===== src/rtl/imm_extend_pipe_if.sv =====
// imm_extend_pipe_if: handshake bundle for imm_extend_pipe.
//   in_valid/in_ready/in_data/in_mode     : raw immediate stream from decode
//   out_valid/out_ready/out_data/out_mode : extended operand stream to the ALU mux
// Modports:
//   master : producer/consumer side (decode + operand mux, or a testbench)
//   slave  : the extension unit itself
interface imm_extend_pipe_if #(
    parameter int IN_W  = 16,
    parameter int OUT_W = 32
);
    logic             in_valid;
    logic             in_ready;
    logic [IN_W-1:0]  in_data;
    logic [1:0]       in_mode;
    logic             out_valid;
    logic             out_ready;
    logic [OUT_W-1:0] out_data;
    logic [1:0]       out_mode;

    modport master (
        output in_valid, in_data, in_mode, out_ready,
        input  in_ready, out_valid, out_data, out_mode
    );

    modport slave (
        input  in_valid, in_data, in_mode, out_ready,
        output in_ready, out_valid, out_data, out_mode
    );
endinterface


===== src/rtl/imm_extend_pipe.sv =====
// imm_extend_pipe: pipelined immediate extender with a two-entry skid buffer.
// Modes: 00 zero-extend, 01 sign-extend, 10 upper (d << E), 11 branch offset
// (sign-extend then << 2). Extension happens at capture; both entries hold
// final operands. IN_W >= 2, OUT_W >= IN_W + 2.
// Ports:
//   clock : single clock, posedge
//   reset : synchronous active-high, clears both entries
//   bus   : imm_extend_pipe_if.slave (in_* stream in, out_* stream out)
module imm_extend_pipe #(
    parameter int IN_W  = 16,
    parameter int OUT_W = 32
) (
    input  logic               clock,
    input  logic               reset,
    imm_extend_pipe_if.slave   bus
);
    localparam int E = OUT_W - IN_W;

    // Encoding is {out_valid, skid_valid}, so the handshake flags fall
    // straight out of the state register.
    typedef enum logic [1:0] {
        EMPTY = 2'b00,
        ONE   = 2'b10,
        FULL  = 2'b11
    } state_t;

    state_t           state_q, state_d;
    logic [OUT_W-1:0] main_data_q, skid_data_q, ext_data;
    logic [1:0]       main_mode_q, skid_mode_q;
    logic             in_xfer, out_xfer;
    logic             load_main, load_skid, pop_skid;

    function automatic logic [OUT_W-1:0] extend(input logic [IN_W-1:0] d,
                                                input logic [1:0] mode);
        logic [OUT_W-1:0] sext;
        logic [OUT_W-1:0] res;
        sext = {{E{d[IN_W-1]}}, d};
        case (mode)
            2'b00:   res = {{E{1'b0}}, d};
            2'b01:   res = sext;
            2'b10:   res = {d, {E{1'b0}}};
            default: res = sext << 2;   // drops the top two sign copies
        endcase
        return res;
    endfunction

    assign bus.in_ready  = (state_q != FULL);
    assign bus.out_valid = (state_q != EMPTY);
    assign bus.out_data  = main_data_q;
    assign bus.out_mode  = main_mode_q;

    assign in_xfer  = bus.in_valid && bus.in_ready;
    assign out_xfer = bus.out_valid && bus.out_ready;

    always_comb begin
        ext_data = extend(bus.in_data, bus.in_mode);
    end

    always_ff @(posedge clock) begin
        if (reset) begin
            state_q <= EMPTY;
        end else begin
            state_q <= state_d;
        end
    end

    always_comb begin
        state_d   = state_q;
        load_main = 1'b0;
        load_skid = 1'b0;
        pop_skid  = 1'b0;
        case (state_q)
            EMPTY: begin
                if (in_xfer) begin
                    load_main = 1'b1;
                    state_d   = ONE;
                end
            end
            ONE: begin
                if (in_xfer && out_xfer) begin
                    load_main = 1'b1;
                end else if (in_xfer) begin
                    load_skid = 1'b1;
                    state_d   = FULL;
                end else if (out_xfer) begin
                    state_d   = EMPTY;
                end
            end
            FULL: begin
                if (out_xfer) begin
                    pop_skid = 1'b1;
                    state_d  = ONE;
                end
            end
            default: state_d = EMPTY;
        endcase
    end

    always_ff @(posedge clock) begin
        if (reset) begin
            main_data_q <= '0;
            main_mode_q <= '0;
            skid_data_q <= '0;
            skid_mode_q <= '0;
        end else begin
            if (load_main) begin
                main_data_q <= ext_data;
                main_mode_q <= bus.in_mode;
            end else if (pop_skid) begin
                main_data_q <= skid_data_q;
                main_mode_q <= skid_mode_q;
            end
            if (load_skid) begin
                skid_data_q <= ext_data;
                skid_mode_q <= bus.in_mode;
            end
        end
    end
endmodule


===== src/flat_wrapper.sv =====
// flat-port wrapper written by rule: the top's interface ports become plain ports
module imm_extend_pipe_flat 
#(
    parameter int IN_W  = 16,
    parameter int OUT_W = 32
)
  (clock, reset, bus_in_valid, bus_in_data, bus_in_mode, bus_out_ready, bus_in_ready, bus_out_valid, bus_out_data, bus_out_mode);
  imm_extend_pipe_if #(.IN_W(IN_W), .OUT_W(OUT_W)) bus_i ();
  input  logic clock;
  input  logic reset;
  input wire logic [$bits(bus_i.in_valid)-1:0] bus_in_valid;
  input wire logic [$bits(bus_i.in_data)-1:0] bus_in_data;
  input wire logic [$bits(bus_i.in_mode)-1:0] bus_in_mode;
  input wire logic [$bits(bus_i.out_ready)-1:0] bus_out_ready;
  output wire logic [$bits(bus_i.in_ready)-1:0] bus_in_ready;
  output wire logic [$bits(bus_i.out_valid)-1:0] bus_out_valid;
  output wire logic [$bits(bus_i.out_data)-1:0] bus_out_data;
  output wire logic [$bits(bus_i.out_mode)-1:0] bus_out_mode;
  assign bus_i.in_valid = bus_in_valid;
  assign bus_i.in_data = bus_in_data;
  assign bus_i.in_mode = bus_in_mode;
  assign bus_i.out_ready = bus_out_ready;
  assign bus_in_ready = bus_i.in_ready;
  assign bus_out_valid = bus_i.out_valid;
  assign bus_out_data = bus_i.out_data;
  assign bus_out_mode = bus_i.out_mode;
  imm_extend_pipe #(.IN_W(IN_W), .OUT_W(OUT_W)) u_core (.clock(clock), .reset(reset), .bus(bus_i));
endmodule

===== config.mk =====
export PLATFORM = sky130hd
export DESIGN_NAME = imm_extend_pipe_flat
export DESIGN_NICKNAME = d
export VERILOG_FILES = /design/src/rtl/imm_extend_pipe_if.sv /design/src/rtl/imm_extend_pipe.sv /design/src/flat_wrapper.sv
export SDC_FILE = /design/constraint.sdc
export NUM_CORES = 1
export LEC_CHECK = 0
export CORE_MARGIN = 2
export CORE_UTILIZATION = 54
export CTS_BUF_LIST = sky130_fd_sc_hd__clkbuf_8
export DETAILED_ROUTE_END_ITERATION = 10
export PLACE_DENSITY = 0.81
export SYNTH_ARGS = -nofsm -noshare
export SYNTH_HDL_FRONTEND = slang
export SYNTH_SLANG_ARGS = --single-unit

===== constraint.sdc =====
create_clock -name clock -period 2.25 [get_ports clock]
set_input_delay 0.225 -clock clock [delete_from_list [all_inputs] [get_ports clock]]
set_output_delay 0.225 -clock clock [all_outputs]
set_load 0.01 [all_outputs]

==> results, run 1 <==
- The final critical delay including setup and external delays is 2.011 ns.
- The first global-routing pass estimated 12,260 um of wire.
- The via count of the first global-routing pass is 2,552.
- The largest driver fanout on the critical path is 6.
- The static leakage power is 1.508 nW.
- After synthesis, the share of flip-flops with an asynchronous set or reset is 0%.
- The detailed-route vias per instance is 5.707.
- Of the cells placed in the final design, the portion with a size suffix greater than 1 is 15.27%.
- The startpoint identified for the worst register-to-register timing path is u_core.state_q[0].
- The number of sinks on the clock net is 70.
- The type of the worst setup path is reg -> out.
- The worst clock skew is 0.007653 ns.
- The hold path startpoint is u_core.bus.out_data[1].
- The power density relative to cell area is 952.4 nW/um^2.
- In this run the tightest slew margin relative to its limit is 46.35%.
- The post-CTS setup-driven buffer insertion count is 0.
- The total of hold buffers inserted after clock tree synthesis is 0.
- The number of nets in the synthesized netlist is 380.
- The count of flip-flops with a built-in enable after synthesis is 0.
- Pin placement for this block handled 58 I/O pins.
- The reg-to-reg setup timing slack is 0.24 ns.
- The period utilization is 89.37%.
- Setup repair after global routing left no endpoint under its margin.
- The cell row count is 28.
- The total setup violations reported at the end of the flow is 0.
- The part of the Yosys area used for sequential elements is 42.28%.
- The worst setup path is launched from a flip-flop.
- The master cell of the clock root buffer is sky130_fd_sc_hd__clkbuf_8.
- The later pin in the worst-skew pair is clocked with a latency of 0.35 ns.
- The data required time of the worst path is 2.03 ns.
- Global routing finished with a remaining overflow of 0.
- The number of nets in the finished design is 427.
- The die is 82.35 um wide.
- The capturing point of the worst reg2reg path is u_core.skid_data_q[20].
- The clock tree synthesis step divided the H-tree into 3 levels.
- The library cell used most frequently in the layout, excluding fill and tap cells, is sky130_fd_sc_hd__dfxtp_1.
- In this run the deepest clock path goes through 2 buffers.
- The power after layout is 0.003892 W.
- The run finished with clean final reports.
- The number of nets with antenna violations after detailed routing is 0.
- Leaving out fill and tap cells, the most frequent cells in the layout are 70 x sky130_fd_sc_hd__dfxtp_1, 67 x sky130_fd_sc_hd__nor2_1, 56 x sky130_fd_sc_hd__clkdlybuf4s50_1.
- The synthesis-stage register bit count is 70.
- Once the floorplan was initialized, standard cells occupied 55.98% of the core.
- The post-CTS clock slew at the launch and capture registers of the worst setup and hold paths is 0.07 ns.
- The count of warnings emitted by yosys is 0.
- The number of fillers in the final layout is 485.
- The fmax is 0.4973 GHz.
- Buffers inserted during clock tree synthesis total 9.
- Before antenna repair, the detailed router went through 4 iterations.
- The worst setup path is captured at an output pin.
- Walking the worst path, the cells encountered are ha_1 > buf_4 > inv_1 > clkdlybuf4s50_1.
- The maximum vdd ir drop is 0.9275 mV.
- Counting instances, the worst hold path has a depth of 2.
- Detailed placement finished with a half-perimeter wire length of 5111 um.
- The area growth from synthesis to layout is 23.29%.
- For this run, the slowest stage of the critical path takes 0.46 ns.
- At the pin with the least slew margin, the transition time is 0.8047 ns.
- The total via count after detailed routing is 2,745.
- The count of final hold-check violations is 0.
- The summed instance area of the synthesized netlist is 3314 um^2.
- The number of antenna diodes is 0.
- The post-synthesis cell type count is 32.
- Dividing the detail-routed wire length by the instance count gives 15.65 um.
- The largest individual stage delay along the critical path comes from the cell sky130_fd_sc_hd__clkdlybuf4s50_1.
- A synthesized cell averages 9.363 um^2.
- The commonest register cell after synthesis is sky130_fd_sc_hd__dfxtp_1.
- The die covers 6781 um^2.
- Routability-driven placement finished with a final weighted congestion of 0.8025.
- The max-slew violation total from the final report is 0.
- From bottom edge to top edge, the die measures 82.35 um.
- The maximum number of pins on one net before global-route repair is 71.
- Summed over all layers, the routed wires come to 7528 um.
- The path class of the tightest hold or removal check is reg -> reg.
- The worst hold path terminates at u_core.bus.out_data[1].
- Counting every instance in the synthesized netlist gives 354.
- The arrival time reported for the critical path endpoint is 1.79 ns.
- The count of routing violations after the opening detailed-route iteration is 196.
- The number of violations of the max-capacitance limit is 0.
- The CTS tree is done.
- The detailed-route DRC error count is 0.
- The port buffer count is 57.
- The total routing resource utilization after global routing is 23.82%.
- Adding up every negative setup slack in the final design gives 0 ns.
- Once the clock tree was built, the resizer swapped 0 gates to a different size.
- The placeable core area is 5921 um^2.
- The number of antenna violations at the first check in global routing was 0.
- For the worst flop-to-flop path, the logic depth is 5.
through the flow:
| stage | util (%) | std cells | hold WS, ns | instance area [um^2] | setup slack (ns) |
|---|---|---|---|---|---|
| global placement | 65.26 | 465 | 0.4785 | 3864 | 0.2397 |
| finish | 69.02 | 481 | 0.4848 | 4086 | 0.2392 |
| detailed placement | 65.26 | 465 | 0.4774 | 3864 | 0.1991 |
| floorplan | - | 354 | 0.4309 | 3314 | 0.5682 |
| global route | 69.02 | 481 | 0.5173 | 4086 | 0.09331 |
| CTS | 69.02 | 481 | 0.4860 | 4086 | 0.2230 |
layout make-up:
| class | instances | area [um^2] | share of cell area [%] |
|---|---|---|---|
| Clock buffer | 10 | 137.6 | 3.368 |
| Clock inverter | 6 | 85.08 | 2.082 |
| Inverter | 5 | 18.77 | 0.4593 |
| Multi-Input combinational cell | 247 | 1677 | 41.03 |
| Sequential cell | 70 | 1401 | 34.29 |
| Tap cell | 75 | 93.84 | 2.296 |
| Timing Repair Buffer | 68 | 673.1 | 16.47 |
report_power, final:
group	internal, W	switching, W	total [W]
Combinational	0.000589	0.000592	0.00118
Sequential	0.00146	0.000120	0.00158
Clock	0.000650	0.000476	0.00113
Total	0.00270	0.00119	0.00389
per-layer routing:
layer	global-route usage, %	part of all wire, %	vias up
li1	-	-	1358
met1	30.29	44	1295
met2	38.55	48	77
met3	7.065	6.5	15
met4	8.000	1.9	0
met5	0	0	-
flip-flops by register name, summed over array words and instances (netlist names):
register	cells
u_core.bus.out_data	32
u_core.bus.out_mode	2
u_core.skid_data_q	32
u_core.skid_mode_q	2
u_core.state_q	2
synthesized netlist by cell type (2+ instances only):
master                     count  area (um^2)
sky130_fd_sc_hd__nor2b_1      18        112.6
sky130_fd_sc_hd__mux2_2       23        259.0
sky130_fd_sc_hd__mux2i_1       7        70.07
sky130_fd_sc_hd__clkbuf_1      9        33.78
sky130_fd_sc_hd__a21oi_1      32        160.2
sky130_fd_sc_hd__dfxtp_1      70         1401
sky130_fd_sc_hd__nor3_1        2        10.01
sky130_fd_sc_hd__nor2b_4       2        27.53
sky130_fd_sc_hd__ha_1          4        50.05
sky130_fd_sc_hd__inv_1         5        18.77
sky130_fd_sc_hd__mux2_1        5        56.30
sky130_fd_sc_hd__a211oi_1     54        405.4
sky130_fd_sc_hd__nand3_1       5        25.02
sky130_fd_sc_hd__and2_0        2        12.51
sky130_fd_sc_hd__nor2_1       67        251.5
sky130_fd_sc_hd__buf_1         3        11.26
sky130_fd_sc_hd__nand3b_4      2        40.04
sky130_fd_sc_hd__nand2_1       6        22.52
sky130_fd_sc_hd__o21ai_0       3        15.01
sky130_fd_sc_hd__buf_12        2        40.04
sky130_fd_sc_hd__buf_6         5        56.30
sky130_fd_sc_hd__a211oi_2      4        50.05
sky130_fd_sc_hd__buf_2        11        55.05
sky130_fd_sc_hd__a311oi_1      5        43.79
worst max path at each step:
stage               cells past startpoint              start                      to  slack (ns)
finish                                  4  u_core.state_q[0]            bus_in_ready        0.24
floorplan                               7  u_core.state_q[0]  u_core.bus.out_data[7]        0.57
global placement                        5      bus_out_ready   u_core.skid_mode_q[0]        0.24
detailed placement                      5      bus_out_ready   u_core.skid_data_q[1]        0.20
global route                            5  u_core.state_q[0]   u_core.skid_data_q[4]        0.09
CTS                                     4  u_core.state_q[1]            bus_in_ready        0.22
kinds of logic after synthesis:
logic type               share of synthesized area, %
flip-flops                                      42.28
multiplexers                                    11.63
buffers and inverters                           7.172
AND/OR/NAND/NOR                                 16.50
adder cells (fa/ha/maj)                         1.510
AO/OA/AOI/OAI                                   20.91
worst max-delay path, delay by kind of cell, from the launching register on:
| kind | cells | cell delay [ns] |
|---|---|---|
| flops | 1 | 0.37 |
| fa+ha+maj | 1 | 0.34 |
| buf+inv | 3 | 0.72 |
Power figures use the tool's default switching activity.
==> inputs of run 2 (changes only) <==
--- a/config.mk
+++ b/config.mk
@@ -9,6 +9,7 @@
 export CORE_UTILIZATION = 54
 export CTS_BUF_LIST = sky130_fd_sc_hd__clkbuf_8
 export DETAILED_ROUTE_END_ITERATION = 10
+export GPL_TIMING_DRIVEN = 0
 export PLACE_DENSITY = 0.81
 export SYNTH_ARGS = -nofsm -noshare
 export SYNTH_HDL_FRONTEND = slang
==> constraint.sdc (replaced) <==
create_clock -name clock -period 2.1 [get_ports clock]
set_input_delay 0.21 -clock clock [delete_from_list [all_inputs] [get_ports clock]]
set_output_delay 0.21 -clock clock [all_outputs]
set_load 0.01 [all_outputs]
==> run 2 against run 1 <==
  * First-iteration DRC count fell by 19%
  * Total power rose by 8.9%
  * Via count rose by 4.0%
  * Utilization rose by 1.5 points
  * Sequential share of layout area fell by 0.71 points
  * Clock power rose by 4%
  * Global-route usage rose by 3.1 points
  * Largest power group unchanged
  * Sequential power rose by 7%
  * Clock skew rose by 0.0019 ns
  * Largest cell class unchanged
  * Cell count rose by 4.0%
  * Worst hold slack got worse by 0.27 ns
  * Register-to-register slack got worse by 0.02 ns
==> results, run 2 (synthesis results as in run 1) <==
- The placeable core area is 5921 um^2.
- The worst setup path is captured at an output pin.
- In this run the static leakage power is 1.568 nW.
- The number of sinks on the clock net is 70.
- For this run, design rule violations remaining after detail routing come to 0.
- After clock tree synthesis, the flow added hold-fix buffers numbering 0.
- The clock buffer count from CTS is 9.
- For the finished layout, the period the worst path requires is 1.912 ns.
- The CTS tree is done.
- The first global-routing pass estimated 13,610 um of wire.
- The flow ran to the end, and the final reports show no timing, DRC or antenna violations.
- The H-tree was split into 3 levels.
- After clock tree synthesis, the clock-pin slew on the worst setup and hold paths is 0.08 ns.
- The max-slew violation total from the final report is 0.
- The worst-case reg-to-reg path depth is 7.
- The number of gates given a new drive strength after cts is 0.
- Data on the critical path is required at its endpoint by 1.89 ns.
- The final route contains 2,856 vias.
- The chip width is 82.35 um.
- The end-of-flow core utilization is 70.48%.
- The worst-case clock buffer depth is 2.
- The worst setup path is of the reg -> out kind.
- The transition time at the pin with the least slew margin is 0.5614 ns.
- The arrival time reported for the critical path endpoint is 1.70 ns.
- The total detailed-routing wirelength is 8527 um.
- The number of detailed-routing iterations run before antenna repair is 5.
- The area growth from synthesis to layout is 25.90%.
- The number of antenna diodes is 0.
- Across the run, the number of max-cap violations was 0.
- The cell row count is 28.
- The master cell of the clock root buffer is sky130_fd_sc_hd__clkbuf_8.
- The total routing resource utilization after global routing is 26.90%.
- The vertical die dimension is 82.35 um.
- The insertion delay to the later sink of the worst-skew pair is 0.35 ns.
- The share of final-layout standard cells stronger than drive strength 1 is 16.00%.
- The starting utilization of the core area is 55.98%.
- The count of final hold-check violations was 0.
- The setup TNS is 0 ns.
- Setup repair after global routing left no endpoint under its margin.
- The number of nets in the finished design is 446.
- The via count of the first global-routing pass is 2,816.
- The leading cell type in the layout, fill and taps excluded is sky130_fd_sc_hd__dfxtp_1.
- Setup violations remaining at the end of the flow were counted as 0.
- Timing would allow up to 0.5230 GHz.
- The number of nets with antenna violations after detailed routing is 0.
- The worst hold path belongs to the class in -> reg.
- The number of antenna violations at the first check in global routing is 0.
- The post-DP HPWL is 6033 um.
- After clock tree synthesis, the setup repair step added 0 buffers.
- The aggregate global routing overflow is 0.
- Along the worst hold path, the cell count comes to 3.
- In this run the worst path has a maximum fanout of 5.
- The final RePlAce weighted congestion is 0.8318.
- The maximum vdd ir drop is 0.6410 mV.
- The detailed-route vias per instance is 5.712.
- The count of routing violations after the opening detailed-route iteration is 159.
- STA classifies the critical path startpoint as a flip-flop.
- The power density relative to cell area is 1016 nW/um^2.
- The relative max-transition margin is 62.58%.
- For this design the top-level I/O count stands at 58.
- The maximum number of pins on one net before global-route repair is 13.
- Dividing the detail-routed wire length by the instance count gives 17.05 um.
- Port buffering added 55 buffers.
- Between clock sinks in the finished design, the worst skew comes to 0.009551 ns.
- The period utilization is 91.05%.
- The die covers 6781 um^2.
- In the layout the commonest cells are 70 x sky130_fd_sc_hd__dfxtp_1, 67 x sky130_fd_sc_hd__nor2_1, 55 x sky130_fd_sc_hd__clkdlybuf4s50_1.
[run 2: cell types whose count changed in the layout (fill, tap and decap cells not counted), moves of 3 or more]
cell	change
sky130_fd_sc_hd__buf_4	-8
sky130_fd_sc_hd__buf_2	+10
sky130_fd_sc_hd__clkbuf_1	+9
sky130_fd_sc_hd__buf_6	+5
sky130_fd_sc_hd__buf_1	+3
[run 2: layout make-up]
type                    instances  area [um^2]
repair buffers                 55        550.5
inverters                       5        18.77
multi-input cells             247         1675
plain buffers                  32        219.0
fillers                       474         1748
clock buffers                   9        123.9
well taps                      75        93.84
clock inverters                 7        90.09
flip-flops and latches         70         1401
[run 2: worst max-delay path, stage by stage (launching register included)]
cell	delay, ns
sky130_fd_sc_hd__dfxtp_1	0.38
sky130_fd_sc_hd__inv_1	0.08
sky130_fd_sc_hd__ha_1	0.28
sky130_fd_sc_hd__inv_1	0.08
sky130_fd_sc_hd__clkdlybuf4s50_1	0.54
[run 2: worst paths after layout]
path                     startpoint                       to  slack, ns
min reg2reg  u_core.bus.out_mode[1]   u_core.bus.out_mode[1]       0.49
max               u_core.state_q[0]            bus_out_valid       0.19
min                  bus_in_mode[0]   u_core.bus.out_mode[0]       0.22
max reg2reg       u_core.state_q[0]  u_core.bus.out_data[21]       0.22
[run 2: metrics by stage]
stage	cell area [um^2]	setup slack, ns	std cells	total power (W)	hold slack, ns
after detailed placement	3959	0.2077	484	0.003070	0.4744
after global routing	4173	0.08606	500	0.004451	0.2305
after floorplan	3314	0.4182	354	0.002551	0.4159
after global placement	3959	0.2414	484	0.003020	0.4727
final	4173	0.1879	500	0.004238	0.2166
after CTS	4173	0.1764	500	0.004230	0.2086
[run 2: metal layers]
layer  up-vias  part of all wire [%]  global-route usage [%]
met2       105                    48                   43.55
met5         -                     0                       0
li1       1392                     -                       -
met4         0                   2.0                   13.17
met1      1345                    45                   34.92
met3        14                   4.8                   4.130
[run 2: power breakdown]
part           internal [W]  switching (W)
Sequential          0.00157       0.000124
Combinational      0.000664       0.000707
Clock              0.000662       0.000512
Total               0.00289        0.00134
